$ cat config.mk
export PLATFORM = sky130hd
export DESIGN_NAME = pipe_hazard_ctrl
export DESIGN_NICKNAME = d
export VERILOG_FILES = /design/src/rtl/pipe_hazard_ctrl.sv
export SDC_FILE = /design/constraint.sdc
export NUM_CORES = 1
export LEC_CHECK = 0
export CAP_MARGIN = 5
export CORE_MARGIN = 4
export CORE_UTILIZATION = 35
export CTS_CLUSTER_SIZE = 28
export DETAILED_ROUTE_END_ITERATION = 8
export GPL_ROUTABILITY_DRIVEN = 0
export PLACE_DENSITY = 0.82
export SLEW_MARGIN = 25
export SYNTH_ARGS = -nofsm -noshare
export SYNTH_HDL_FRONTEND = slang
export SYNTH_SLANG_ARGS = --single-unit
$ cat constraint.sdc
create_clock -name Clk -period 4 [get_ports Clk]
set_input_delay 1.2 -clock Clk [delete_from_list [all_inputs] [get_ports Clk]]
set_output_delay 1.2 -clock Clk [all_outputs]
set_load 0.02 [all_outputs]
$ cat src/rtl/pipe_hazard_ctrl.sv
// pipe_hazard_ctrl
//   Central stall/flush sequencer for the 5-stage pipeline. It is the only
//   source of pipeline-register write enables and clears. It resolves, in
//   priority order:
//     1. memory freeze: multi-cycle data-memory access, with a timeout.
//     2. branch flush: taken branch/jump resolved in MEM.
//     3. load-use stall: a load in EX feeding a source register of ID.
//   All state updates on the falling edge of Clk, matching the pipeline
//   registers. Rst is asynchronous and active-high.
//
// Parameters
//   WAIT_MAX : max consecutive MEM_WAIT cycles before a timeout (1..255)
//   CNT_W    : width of the performance counters
//
// Ports
//   Clk, Rst                         clock (negedge active), async reset
//   ID_Rs, ID_Rt, ID_UsesRt          source operands of the ID instruction
//   EX_Rw, EX_RegWr, EX_MemtoReg     destination and kind of the EX instruction
//   MEM_PCSrc                        taken branch/jump in MEM
//   MEM_Req, Mem_Ready               data-memory request / completion
//   PC_Wr, IF_ID_Wr, ID_EX_Wr,
//   EX_MEM_Wr                        pipeline-register write enables
//   IF_ID_Flush, ID_EX_Flush         pipeline-register clears
//   MEM_WB_Bubble                    MEM/WB loads a bubble
//   Mem_Err                          sticky memory-timeout error
//   Stall_Cnt, Flush_Cnt             saturating perf counters
//
// Optional feature macro: PIPE_PERF_CNT_EN
//   defined   : Stall_Cnt / Flush_Cnt are live saturating counters
//   undefined : no counter registers, both outputs tie to 0
module pipe_hazard_ctrl #(
    parameter int WAIT_MAX = 16,
    parameter int CNT_W    = 32
) (
    input  logic             Clk,
    input  logic             Rst,
    input  logic [4:0]       ID_Rs,
    input  logic [4:0]       ID_Rt,
    input  logic             ID_UsesRt,
    input  logic [4:0]       EX_Rw,
    input  logic             EX_RegWr,
    input  logic             EX_MemtoReg,
    input  logic             MEM_PCSrc,
    input  logic             MEM_Req,
    input  logic             Mem_Ready,
    output logic             PC_Wr,
    output logic             IF_ID_Wr,
    output logic             IF_ID_Flush,
    output logic             ID_EX_Wr,
    output logic             ID_EX_Flush,
    output logic             EX_MEM_Wr,
    output logic             MEM_WB_Bubble,
    output logic             Mem_Err,
    output logic [CNT_W-1:0] Stall_Cnt,
    output logic [CNT_W-1:0] Flush_Cnt
);

    typedef enum logic [1:0] {RUN, MEM_WAIT, ERR} state_t;

    state_t     state;
    logic [7:0] wait_cnt;
    logic       frozen;
    logic       branch;
    logic       load_use;
    logic       raw_hit;

    // ID reads the register the load in EX is about to produce.
    assign raw_hit = EX_MemtoReg && EX_RegWr && (EX_Rw != 5'd0) &&
                     ((EX_Rw == ID_Rs) || (ID_UsesRt && (EX_Rw == ID_Rt)));

    always_comb begin
        frozen = 1'b0;
        case (state)
            RUN:      frozen = MEM_Req && !Mem_Ready;
            MEM_WAIT: frozen = !Mem_Ready;
            default:  frozen = 1'b1;
        endcase
        // A branch seen while frozen is left in MEM and acted on at release.
        branch   = MEM_PCSrc && !frozen;
        load_use = raw_hit && !frozen && !branch;
    end

    assign PC_Wr         = !(frozen || load_use);
    assign IF_ID_Wr      = !(frozen || load_use);
    assign IF_ID_Flush   = branch;
    assign ID_EX_Wr      = !frozen;
    assign ID_EX_Flush   = branch || load_use;
    assign EX_MEM_Wr     = !frozen;
    assign MEM_WB_Bubble = frozen;

    // wait_cnt holds the number of wait cycles already spent; a MEM_WAIT
    // cycle that finds it at WAIT_MAX with memory still busy times out.
    always_ff @(negedge Clk or posedge Rst) begin
        if (Rst) begin
            state    <= RUN;
            wait_cnt <= 8'd0;
            Mem_Err  <= 1'b0;
        end else begin
            case (state)
                RUN: begin
                    if (MEM_Req && !Mem_Ready) begin
                        state    <= MEM_WAIT;
                        wait_cnt <= 8'd1;
                    end
                end
                MEM_WAIT: begin
                    if (Mem_Ready) begin
                        state    <= RUN;
                        wait_cnt <= 8'd0;
                    end else if (wait_cnt == 8'(WAIT_MAX)) begin
                        state   <= ERR;
                        Mem_Err <= 1'b1;
                    end else begin
                        wait_cnt <= wait_cnt + 8'd1;
                    end
                end
                default: begin
                    state   <= ERR;
                    Mem_Err <= 1'b1;
                end
            endcase
        end
    end

`ifdef PIPE_PERF_CNT_EN
    always_ff @(negedge Clk or posedge Rst) begin
        if (Rst) begin
            Stall_Cnt <= '0;
            Flush_Cnt <= '0;
        end else begin
            if (!PC_Wr && (Stall_Cnt != '1))
                Stall_Cnt <= Stall_Cnt + 1'b1;
            if (branch && (Flush_Cnt != '1))
                Flush_Cnt <= Flush_Cnt + 1'b1;
        end
    end
`else
    assign Stall_Cnt = '0;
    assign Flush_Cnt = '0;
`endif

endmodule

==> summary.txt <==
Route
  – DRT Pass-1 Iters: 4
  – Detailed-route via count: 953
  – Detailed Route WL: 2570 um
  – Post-detailed-route count of antenna-violating nets: 0
  – Vias/cell: 3.94
  – DRC violations left: 0
  – Drt wl/cell: 10.6 um
  – Initial DRC Count: 9

Power
  – Switch Pwr: 0.142 mW
  – Peak supply drop: 0.166 mV
  – Power Density: 236 mW/mm2
  – Leak pwr: 0.739 nW
  – Switching Share: 0.378
  – Total power: 0.376 mW
  – Power Internal: 0.234 mW
  – Logic pwr share: 0.382
  – Flop pwr share: 0.317
  – Clk pwr share: 0.301

Setup path
  – CP Class: flop to output port
  – Critical Path Start Type: flop
  – Critical Path RT: 2.80 ns
  – Worst Path Arrival: 3.25 ns
  – Critical path endpoint: PC_Wr
  – CP Capture Type: output port
  – R2R cell count: 7
  – R2R setup slack: 2.21 ns
  – Worst-path fanout max: 4
  – Reg2reg end: wait_cnt[7]
  – R2R Path Start: wait_cnt[0]
  – Worst setup startpoint: state[0]

Floorplan
  – Boundary Pins: 95
  – Die area: 0.00477 mm2
  – Rows: 21
  – Chip height: 69.1 um
  – Chip Width: 69.1 um
  – Core footprint: 0.00347 mm2
  – Initial Utilization: 0.376

Clocking
  – Clk Latency, worst-skew pair: 0.26 ns
  – CTS tree: done
  – Reg clk slew, reported paths: 0.04 ns
  – Clock sinks: 11
  – CTS Buffer Depth: 2
  – CTS H-tree depth: 1
  – CTS Buf Count: 3
  – Clock Tree Root: clkbuf_8

Cells and area
  – Post-route cell area: 0.00159 mm2
  – Most frequent cells in the layout: conb_1, clkdlybuf4s50_1, buf_4
  – Layout area overhead: 22.1%
  – Number of fill cells: 353
  – Most common cell after layout, fill and taps aside: conb_1
  – Antenna cells: 0
  – # nets final: 222
  – Layout cells sized above 1: 0.240

Timing
  – Final hold slack: 0.451 ns
  – Final Hold Viols: 0
  – Fin worst setup slack: -0.452 ns
  – Clk_skew: 0.00190 ns
  – Final setup fails: 8
  – RSZ-0062 raised after global routing: yes
  – Fin. max-slew vios: 0

Global routing
  – First-pass GRT wire length: 4240 um
  – Largest net degree at the start of global routing: 12
  – Gr ovfl total: 0
  – Number of global-route vias before repair: 912
  – All-Layer GR Usage: 0.106
  – Initial antenna violation count: 0

Flow run
  – Max Cap Viol: 0

Synthesis
  – Post-synthesis cell type count: 35
  – Top_reg_cell synth: dfrtn_1
  – Post-synth EDFFs: 0
  – Synth Instances: 156
  – Ys async rst share: 1.00
  – Synthesized area per cell: 8.37 um2
  – Synthesized area: 0.00131 mm2
  – Post-synthesis register bit count: 11
  – Register area share after synthesis: 0.211
  – Yosys warns: 0

Run status
  – Failing checks: setup timing
  – Status: finished, violations left

Placed design
  – Worst slack at placement: -0.716 ns
  – # port buffers: 30
  – DP HPWL: 2150 um
  – Placed cell areas: 0.00151 mm2

Min path
  – Hold Path Class: flop to flop
  – Worst Hold Depth: 1
[repair_timing]
action,CTS,global route
setup buffers,0,3
endpoints found under the setup margin,18,12
gates resized for setup,50,10
hold buffers,0,0
pin swaps,4,5
[cells in the mapped netlist (2+ instances only)]
library cell	number	share of area
xnor2_1	7	0.047
nand2_1	2	0.0058
dfrtn_1	11	0.21
o21ai_1	2	0.0077
buf_4	68	0.39
a211oi_1	2	0.012
a21oi_1	8	0.031
ha_1	2	0.019
inv_1	5	0.014
or3_1	2	0.0096
nor2_1	11	0.032
xor2_1	7	0.047
nand3_1	7	0.027
[flip-flops by register name (all words and copies together) (netlist names)]
register / count
state: 2
wait_cnt: 8
Mem_Err: 1
[cells by family after synthesis]
kind of cell,count (synthesis),synth area share
AOI/OAI and AO/OA,20,0.113
xor gates and xnor gates,14,0.0940
adders and majority gates,2,0.0192
buffers and inverters,74,0.414
DFF,11,0.211
other,1,0.00287
and+or+nand+nor,34,0.146
[through the flow]
stage	utilization	TNS, ns	cells
after floorplan	-	-2.95	219
after global placement	0.435	-10.25	236
after detailed placement	0.435	-10.61	236
after CTS	0.446	-2.91	240
after global routing	0.460	-3.24	242
final	0.460	-2.83	242
[worst min-delay path by stage]
stage                       end  slack, ns        start
global placement        Mem_Err       0.42      Mem_Err
floorplan           wait_cnt[3]       0.48  wait_cnt[3]
detailed placement      Mem_Err       0.42      Mem_Err
finish                  Mem_Err       0.45      Mem_Err
global route            Mem_Err       0.49      Mem_Err
CTS                     Mem_Err       0.45      Mem_Err
[per-layer routing]
layer / GRT usage / vias to the layer above / routed length [um]
met5: 0 / - / 0
met4: 0.0521 / 0 / 51
met3: 0.0305 / 5 / 237
met2: 0.183 / 51 / 1330
met1: 0.119 / 434 / 951
li1: - / 463 / -
[worst max-delay path, stage by stage (launching register included)]
cell and delay, ns:
dfrtn_1 0.37, nor2_4 0.13, nor2_4 0.05, nor2_4 0.14
inv_4 0.05, a21oi_4 0.11, buf_4 0.15
[layout make-up]
class | count | area [um2] | area share
inverters | 5 | 21.3 | 0.0133
clock buffers | 4 | 45.0 | 0.0283
well taps | 46 | 57.6 | 0.0361
repair buffers | 42 | 373 | 0.234
multi-input cells | 134 | 822 | 0.516
flip-flops and latches | 11 | 275 | 0.173
[power by group through the flow]
stage / combinational, mW / clock (mW) / sequential, mW
final: 0.144 / 0.113 / 0.119
after global routing: 0.154 / 0.119 / 0.120
after CTS: 0.139 / 0.119 / 0.119
after detailed placement: 0.140 / 0 / 0.121
after global placement: 0.138 / 0 / 0.121
after floorplan: 0.146 / 0 / 0.120
No activity file was read; power rests on OpenSTA's default activity.
